## src/rtl/trig_ctrl_pkg.sv

```systemverilog
// Shared debug-trigger definitions: CSR addresses, tdata1 field layout,
// action codes and the trigger sequencer state encoding.
package trig_ctrl_pkg;

  localparam logic [11:0] CSR_TSELECT_ADDR = 12'h7A0;
  localparam logic [11:0] CSR_TDATA1_ADDR  = 12'h7A1;

  localparam int TD1_TYPE_LSB   = 28;
  localparam int TD1_DMODE      = 27;
  localparam int TD1_HIT        = 20;
  localparam int TD1_ACTION_LSB = 12;
  localparam int TD1_ACTION_MSB = 15;

  localparam logic [3:0] TYPE_MCONTROL = 4'd2;
  localparam logic [3:0] ACTION_EXP    = 4'd0;
  localparam logic [3:0] ACTION_DBG    = 4'd1;

  // dmode, hit, timing, sizelo, action, chain, match, m, execute, store, load
  localparam logic [31:0] TDATA1_WMASK = 32'h0817_FFC7;
  localparam logic [31:0] TDATA1_RESET = {TYPE_MCONTROL, 28'h0};

  typedef enum logic [1:0] {
    ST_IDLE      = 2'd0,
    ST_HALT_WAIT = 2'd1,
    ST_EXP_WAIT  = 2'd2,
    ST_COOLDOWN  = 2'd3
  } trig_state_e;

  // Applies read-only fields and drops dmode when written from outside debug mode.
  function automatic logic [31:0] tdata1_sanitize(input logic [31:0] wr_data,
                                                  input logic        dbg_mode);
    logic [31:0] v;
    v = (wr_data & TDATA1_WMASK) | TDATA1_RESET;
    if (!dbg_mode) v[TD1_DMODE] = 1'b0;
    return v;
  endfunction

endpackage

```

## src/rtl/trig_csr_bank.sv

```systemverilog
// Trigger CSR storage (tselect, tdata1/2/3 x2) with write masking,
// dmode write protection, hit-bit set port and combinational read mux.
module trig_csr_bank
  import trig_ctrl_pkg::*;
#(
  parameter int          DATA_WIDTH  = 32,
  parameter logic [11:0] CSR_TSELECT = CSR_TSELECT_ADDR,
  parameter logic [11:0] CSR_TDATA1  = CSR_TDATA1_ADDR
) (
  input  logic                  cpu_clk,
  input  logic                  cpu_rst,
  input  logic [11:0]           csr_addr,
  input  logic                  csr_wr_en,
  input  logic [DATA_WIDTH-1:0] csr_wr_data,
  input  logic                  dbg_mode,
  input  logic [1:0]            i_set_hit,
  output logic [DATA_WIDTH-1:0] csr_rd_data,
  output logic                  tselect,
  output logic [DATA_WIDTH-1:0] tdata1_t0,
  output logic [DATA_WIDTH-1:0] tdata1_t1,
  output logic [DATA_WIDTH-1:0] tdata2_t0,
  output logic [DATA_WIDTH-1:0] tdata2_t1,
  output logic [DATA_WIDTH-1:0] tdata3_t0,
  output logic [DATA_WIDTH-1:0] tdata3_t1
);

  localparam logic [11:0] CSR_TDATA2 = CSR_TDATA1 + 12'd1;
  localparam logic [11:0] CSR_TDATA3 = CSR_TDATA1 + 12'd2;
  localparam logic [DATA_WIDTH-1:0] TD1_RST = DATA_WIDTH'(TDATA1_RESET);

  logic                  r_tselect;
  logic [DATA_WIDTH-1:0] r_tdata1 [2];
  logic [DATA_WIDTH-1:0] r_tdata2 [2];
  logic [DATA_WIDTH-1:0] r_tdata3 [2];
  logic [DATA_WIDTH-1:0] w_tdata1_nxt [2];
  logic [DATA_WIDTH-1:0] w_tdata2_nxt [2];
  logic [DATA_WIDTH-1:0] w_tdata3_nxt [2];
  logic [DATA_WIDTH-1:0] w_td1_wval;
  logic                  w_td_wr_ok;
  logic                  w_tsel_wr;

  assign w_td1_wval = DATA_WIDTH'(tdata1_sanitize(32'(csr_wr_data), dbg_mode));
  // A trigger owned by the debugger (dmode=1) is frozen outside debug mode.
  assign w_td_wr_ok = csr_wr_en && !(r_tdata1[r_tselect][TD1_DMODE] && !dbg_mode);
  assign w_tsel_wr  = csr_wr_en && (csr_addr == CSR_TSELECT) &&
                      (csr_wr_data[DATA_WIDTH-1:1] == '0);

  always_comb begin
    for (int t = 0; t < 2; t++) begin
      w_tdata1_nxt[t] = r_tdata1[t];
      w_tdata2_nxt[t] = r_tdata2[t];
      w_tdata3_nxt[t] = r_tdata3[t];
      if (w_td_wr_ok && (r_tselect == 1'(t))) begin
        if (csr_addr == CSR_TDATA1) w_tdata1_nxt[t] = w_td1_wval;
        if (csr_addr == CSR_TDATA2) w_tdata2_nxt[t] = csr_wr_data;
        if (csr_addr == CSR_TDATA3) w_tdata3_nxt[t] = csr_wr_data;
      end
      // A same-cycle hit wins over a written hit=0.
      if (i_set_hit[t]) w_tdata1_nxt[t][TD1_HIT] = 1'b1;
    end
  end

  always_ff @(posedge cpu_clk) begin
    if (cpu_rst) begin
      r_tselect <= 1'b0;
      for (int t = 0; t < 2; t++) begin
        r_tdata1[t] <= TD1_RST;
        r_tdata2[t] <= '0;
        r_tdata3[t] <= '0;
      end
    end else begin
      if (w_tsel_wr) r_tselect <= csr_wr_data[0];
      for (int t = 0; t < 2; t++) begin
        r_tdata1[t] <= w_tdata1_nxt[t];
        r_tdata2[t] <= w_tdata2_nxt[t];
        r_tdata3[t] <= w_tdata3_nxt[t];
      end
    end
  end

  always_comb begin
    csr_rd_data = '0;
    if (csr_addr == CSR_TSELECT)     csr_rd_data = DATA_WIDTH'(r_tselect);
    else if (csr_addr == CSR_TDATA1) csr_rd_data = r_tdata1[r_tselect];
    else if (csr_addr == CSR_TDATA2) csr_rd_data = r_tdata2[r_tselect];
    else if (csr_addr == CSR_TDATA3) csr_rd_data = r_tdata3[r_tselect];
  end

  assign tselect   = r_tselect;
  assign tdata1_t0 = r_tdata1[0];
  assign tdata1_t1 = r_tdata1[1];
  assign tdata2_t0 = r_tdata2[0];
  assign tdata2_t1 = r_tdata2[1];
  assign tdata3_t0 = r_tdata3[0];
  assign tdata3_t1 = r_tdata3[1];

endmodule

```

## src/rtl/trig_ctrl.sv

```systemverilog
// Debug trigger controller: arbitrates matcher hits, raises a halt or
// breakpoint-exception request, captures the cause and waits for the ack.
module trig_ctrl
  import trig_ctrl_pkg::*;
#(
  parameter int          DATA_WIDTH  = 32,
  parameter int          ADDR_WIDTH  = 32,
  parameter logic [11:0] CSR_TSELECT = CSR_TSELECT_ADDR,
  parameter logic [11:0] CSR_TDATA1  = CSR_TDATA1_ADDR
) (
  input  logic                  cpu_clk,
  input  logic                  cpu_rst,
  input  logic [11:0]           csr_addr,
  input  logic                  csr_wr_en,
  input  logic [DATA_WIDTH-1:0] csr_wr_data,
  output logic [DATA_WIDTH-1:0] csr_rd_data,
  input  logic                  dbg_mode,
  input  logic                  trig0_hit,
  input  logic                  trig1_hit,
  input  logic [ADDR_WIDTH-1:0] hit_pc,
  output logic                  tselect,
  output logic [DATA_WIDTH-1:0] tdata1_t0,
  output logic [DATA_WIDTH-1:0] tdata1_t1,
  output logic [DATA_WIDTH-1:0] tdata2_t0,
  output logic [DATA_WIDTH-1:0] tdata2_t1,
  output logic [DATA_WIDTH-1:0] tdata3_t0,
  output logic [DATA_WIDTH-1:0] tdata3_t1,
  output logic                  halt_req,
  input  logic                  halt_ack,
  output logic                  bkpt_exp_req,
  input  logic                  bkpt_exp_ack,
  output logic [ADDR_WIDTH-1:0] cause_pc,
  output logic                  cause_trig,
  output logic [1:0]            o_dbg_state
);

  // Handshake: a request rises the cycle after an accepted hit and stays high
  // with cause_* stable until its ack is sampled high in the matching WAIT
  // state; it then falls on the next edge. Acks in any other state are ignored.

  trig_state_e           r_state, w_state_nxt;
  logic [ADDR_WIDTH-1:0] r_cause_pc;
  logic                  r_cause_trig;
  logic                  w_accept;
  logic                  w_pick;
  logic                  w_sel_dmode;
  logic [3:0]            w_sel_action;
  logic [1:0]            w_set_hit;

  trig_csr_bank #(
    .DATA_WIDTH (DATA_WIDTH),
    .CSR_TSELECT(CSR_TSELECT),
    .CSR_TDATA1 (CSR_TDATA1)
  ) u_csr_bank (
    .cpu_clk    (cpu_clk),
    .cpu_rst    (cpu_rst),
    .csr_addr   (csr_addr),
    .csr_wr_en  (csr_wr_en),
    .csr_wr_data(csr_wr_data),
    .dbg_mode   (dbg_mode),
    .i_set_hit  (w_set_hit),
    .csr_rd_data(csr_rd_data),
    .tselect    (tselect),
    .tdata1_t0  (tdata1_t0),
    .tdata1_t1  (tdata1_t1),
    .tdata2_t0  (tdata2_t0),
    .tdata2_t1  (tdata2_t1),
    .tdata3_t0  (tdata3_t0),
    .tdata3_t1  (tdata3_t1)
  );

  // Trigger 0 has priority; trigger 1 is chosen only when 0 is quiet.
  assign w_pick       = !trig0_hit;
  assign w_sel_dmode  = w_pick ? tdata1_t1[TD1_DMODE] : tdata1_t0[TD1_DMODE];
  assign w_sel_action = w_pick ? tdata1_t1[TD1_ACTION_MSB:TD1_ACTION_LSB]
                               : tdata1_t0[TD1_ACTION_MSB:TD1_ACTION_LSB];

  always_comb begin
    w_state_nxt = r_state;
    w_accept    = 1'b0;
    w_set_hit   = 2'b00;
    case (r_state)
      ST_IDLE: begin
        if (!dbg_mode && (trig0_hit || trig1_hit)) begin
          w_accept          = 1'b1;
          w_set_hit[w_pick] = 1'b1;
          if ((w_sel_action == ACTION_DBG) && w_sel_dmode) w_state_nxt = ST_HALT_WAIT;
          else                                             w_state_nxt = ST_EXP_WAIT;
        end
      end
      ST_HALT_WAIT: if (halt_ack)     w_state_nxt = ST_COOLDOWN;
      ST_EXP_WAIT:  if (bkpt_exp_ack) w_state_nxt = ST_COOLDOWN;
      ST_COOLDOWN:  w_state_nxt = ST_IDLE;
      default:      w_state_nxt = ST_IDLE;
    endcase
  end

  always_ff @(posedge cpu_clk) begin
    if (cpu_rst) begin
      r_state      <= ST_IDLE;
      r_cause_pc   <= '0;
      r_cause_trig <= 1'b0;
    end else begin
      r_state <= w_state_nxt;
      if (w_accept) begin
        r_cause_pc   <= hit_pc;
        r_cause_trig <= w_pick;
      end
    end
  end

  assign halt_req     = (r_state == ST_HALT_WAIT);
  assign bkpt_exp_req = (r_state == ST_EXP_WAIT);
  assign cause_pc     = r_cause_pc;
  assign cause_trig   = r_cause_trig;
  assign o_dbg_state  = r_state;

endmodule

```

## config.mk

```make
export PLATFORM = sky130hd
export DESIGN_NAME = trig_ctrl
export DESIGN_NICKNAME = d
export VERILOG_FILES = /design/src/rtl/trig_ctrl_pkg.sv /design/src/rtl/trig_csr_bank.sv /design/src/rtl/trig_ctrl.sv
export SDC_FILE = /design/constraint.sdc
export NUM_CORES = 1
export LEC_CHECK = 0
export ABC_AREA = 1
export BUFFER_PORTS_ARGS = -buffer_cell sky130_fd_sc_hd__clkbuf_2
export CORE_ASPECT_RATIO = 0.7
export CORE_MARGIN = 2
export CORE_UTILIZATION = 50
export CTS_BUF_LIST = sky130_fd_sc_hd__clkbuf_4 sky130_fd_sc_hd__clkbuf_8
export CTS_CLUSTER_SIZE = 24
export DETAILED_ROUTE_END_ITERATION = 7
export PLACE_DENSITY = 0.86
export SLEW_MARGIN = 30
export SYNTH_ARGS = -nofsm -noshare
export SYNTH_HDL_FRONTEND = slang
export SYNTH_SLANG_ARGS = --single-unit
```

## constraint.sdc

```tcl
create_clock -name cpu_clk -period 1.6 [get_ports cpu_clk]
set_clock_uncertainty 0.15 [all_clocks]
set_input_delay 0.08 -clock cpu_clk [delete_from_list [all_inputs] [get_ports cpu_clk]]
set_output_delay 0.08 -clock cpu_clk [all_outputs]
set_load 0.01 [all_outputs]
```

==> results_dict.tcl <==
set metrics [dict create \
    combPwrFrac 0.141 \
    antenna_found_initial 0 \
    failed_checks "setup timing" \
    place_hpwl_um 24880 \
    min_period_ns 2.152 \
    die_height_um 120.3 \
    synth.area.top_cells "dfxtp_1 (42%), nand2_1 (11%), nor2_1 (9.0%)" \
    area_growth_pct 50.12 \
    die_area_sq_mm 0.02046 \
    p_total_mw 11.94 \
    diodes 0 \
    setup_ws_ns -0.5519 \
    pwr-share-clk 0.419 \
    ys_seq_area_frac 0.4167 \
    arrival_ns 1.92 \
    netlist.area_leader.share 0.4167 \
    antenna_left 0 \
    syn_avg_cell_area_sq_um 6.941 \
    drive_gt1_frac 0.3474 \
    cellPowerDensity_mw_per_mm2 823.5 \
    final_max_slew_viol_count 0 \
    synth_edf_count 0 \
    hold_violations 0 \
    core_sq_mm 0.01892 \
    dp_cells 1926 \
    crit_path_start_kind "register" \
    synth_top_area_cell "dfxtp_1" \
    cap_viol_max_count 0 \
    setup_violations 205 \
    leakage_nw 6.838 \
    pin_count 346 \
    grt_first_pass_wirelength_um 62670 \
    p_sw_frac 0.2721 \
    hold-path-cell-count 7 \
    cts_root_buf "clkbuf_8" \
    grt_overflow_total 0 \
    cp_max_fo 24 \
    wl_um 43350 \
    async_flop_share 0 \
    synthesis.instances 1391 \
    p_int_mw 8.689 \
    grt_max_degree 100 \
    portBuffers 317 \
    stdcell_count 2087 \
    routed_via_density 5.925 \
    drt_iter0_markers 1687 \
    rsz0062_at_grt "true" \
    synth_ff_type "dfxtp_1" \
    numCtsBuffers 34 \
    yosys_warnings 0 \
    cts_tree "done" \
    reg2reg_depth 10 \
    nets 1910 \
    p_seq_frac 0.440 \
    yosys_register_bits 201 \
    track_usage 0.3900 \
    drtPass1Iterations 6 \
    grt_pass1_vias 11550 \
    row_count 42 \
    crit_required_ns 1.37 \
    fmax_mhz 464.7 \
    syn-cell-area_sq_mm 0.009656 \
    num_vias 12370 \
    die_w_um 170.1 \
    htreeDepth 2 \
    worstSetupPathType "reg2out" \
    cts.clk_slew.worst_paths_ns 0.07 \
    synth_cell_types 31 \
    r2r-end "u_csr_bank.r_tdata3[0][11]" \
    gp_congestion 0.9429 \
    switchingPower_mw 3.248 \
    final_util 0.7662 \
    cts_buffer_depth 3 \
    fin_crit_sh 1.345 \
    post-route-drc-count 0 \
    setup_tns_ns -47.59 \
    hold_end "o_dbg_state[0]" \
    status "finished, violations left" \
    endpoint_kind "output pin" \
    cts.sinks 201 \
    worstHoldStart "trig1_hit" \
    rrSetupSlack_ns -0.36 \
    initial_utilization 0.5104 \
    ir_drop_uv 476.0 \
    clk_latency_ns 0.51 \
    dp_slack_ns -0.09392 \
    holdCritPathClass "in2reg" \
    wl_per_cell_um 20.77 \
]
==> power by group through the flow <==
stage,clock network [mW],registers (mW),logic [mW]
5_1_grt,5.24,5.26,1.78
4_1_cts,4.96,5.23,1.55
6_report,5.00,5.25,1.69
3_3_place_gp,0,5.33,1.28
2_1_floorplan,0,5.42,0.707
3_5_place_dp,0,5.34,1.32
==> flip-flops by register name (all words and copies together) (netlist names), named ones only <==
register and count:
u_csr_bank.tselect 1, cause_trig 1, u_csr_bank.r_tdata3 64, u_csr_bank.r_tdata1 36
u_csr_bank.r_tdata2 64, o_dbg_state 2, cause_pc 32
==> synth_stat cells, types with 2 or more instances <==
| master | n |
|---|---|
| nand2_2 | 2 |
| conb_1 | 2 |
| or2_2 | 8 |
| nor3_2 | 25 |
| nand2_1 | 295 |
| nand4_1 | 5 |
| o21ai_0 | 122 |
| a21oi_1 | 66 |
| buf_1 | 5 |
| nor2_1 | 231 |
| buf_6 | 5 |
| buf_2 | 34 |
| mux2i_1 | 6 |
| clkbuf_1 | 41 |
| nor2_2 | 4 |
| nand3_4 | 2 |
| nand3_1 | 22 |
| nor2_4 | 7 |
| buf_4 | 44 |
| nand2_4 | 2 |
| nor3_1 | 138 |
| ha_1 | 4 |
| o21ai_1 | 72 |
| nand3_2 | 2 |
| inv_2 | 5 |
| inv_1 | 37 |
| dfxtp_1 | 201 |
==> through the flow <==
step / area [sq um] / hold WS, ns
floorplan: 9753 / 0.06107
global placement: 11790 / 0.1626
detailed placement: 11790 / 0.1715
CTS: 14180 / 0.007565
global route: 14500 / 0.08455
finish: 14500 / 0.04648
==> what timing repair did <==
item,in CTS,in global routing
gates resized for setup,130,71
hold buffers,70,0
cloned,12,3
buffers inserted,14,3
endpoints found under the hold margin,201,0
pin swaps,10,18
endpoints found under the setup margin,191,232
==> cell usage in the layout, fill, tap and decap left out, types with 2 or more instances in the layout <==
cell type | synthesis | layout
clkbuf_2 | 1 | 308
nand2_1 | 295 | 275
nor2_1 | 231 | 230
dfxtp_1 | 201 | 200
o21ai_1 | 72 | 93
o21ai_0 | 122 | 91
nor3_1 | 138 | 82
nor3_2 | 25 | 76
dlygate4sd3_1 | 0 | 70
a21oi_1 | 66 | 62
buf_4 | 44 | 53
clkbuf_8 | 0 | 44
inv_1 | 37 | 37
conb_1 | 2 | 28
buf_12 | 0 | 25
nand3_1 | 22 | 20
nand2_2 | 2 | 18
buf_6 | 5 | 17
clkbuf_4 | 0 | 11
o21ai_2 | 0 | 10
buf_16 | 0 | 10
nor2_4 | 7 | 7
nand2_4 | 2 | 6
mux2i_1 | 6 | 6
nor2_2 | 4 | 5
nand4_1 | 5 | 5
nor3_4 | 0 | 5
clkbuf_16 | 0 | 5
bufbuf_16 | 0 | 5
inv_2 | 5 | 4
a21oi_2 | 0 | 4
or2_4 | 0 | 4
or2_2 | 8 | 4
ha_1 | 4 | 4
nand3_2 | 2 | 3
nand3_4 | 2 | 3
buf_2 | 34 | 3
buf_8 | 0 | 3
clkinv_2 | 0 | 2
==> logic make-up after synthesis <==
kind of cell	synth area share
mux	0.006220
other cells	0.0007778
compound gates	0.1355
simple gates	0.3418
buf+inv	0.09369
fa+ha+maj	0.005184
flops	0.4167
==> how the worst max path moves through the flow <==
stage	startpoint	cells past startpoint	endpoint	slack, ns
floorplan	u_csr_bank.r_tdata1[1][27]	9	u_csr_bank.r_tdata2[1][30]	0.04
global placement	csr_addr[11]	12	csr_rd_data[17]	-0.06
detailed placement	register	8	u_csr_bank.r_tdata2[0][10]	-0.09
CTS	register	9	csr_rd_data[8]	-0.44
global route	register	9	csr_rd_data[6]	-0.64
finish	register	7	csr_rd_data[10]	-0.55
==> routing by layer <==
metal	share of wire	wire, um	GRT usage	up-vias
met4	0.060	2582	0.2222	0
met5	0	0	0	-
li1	-	-	-	5374
met1	0.36	15550	0.4874	5617
met2	0.44	19180	0.6103	1143
met3	0.14	6032	0.1051	231
==> cell type report <==
| class | instances | area [sq um] |
|---|---|---|
| timing repair buffer | 499 | 3955 |
| sequential | 201 | 4028 |
| tap | 242 | 302.8 |
| multi-input combinational | 1042 | 5289 |
| clock buffer | 55 | 688.2 |
| fill | 1272 | 4423 |
| inverter | 44 | 185.2 |
| clock inverter | 4 | 47.55 |
==> worst max-delay path, cell delays in order, from the launching register on <==
cell and delay (ns):
dfxtp_4 0.44, clkinv_8 0.12, buf_16 0.20, nor2_1 0.23, o21ai_1 0.12, o21ai_1 0.11
inv_1 0.05, clkbuf_2 0.13
(Power assumes the default switching activity.)
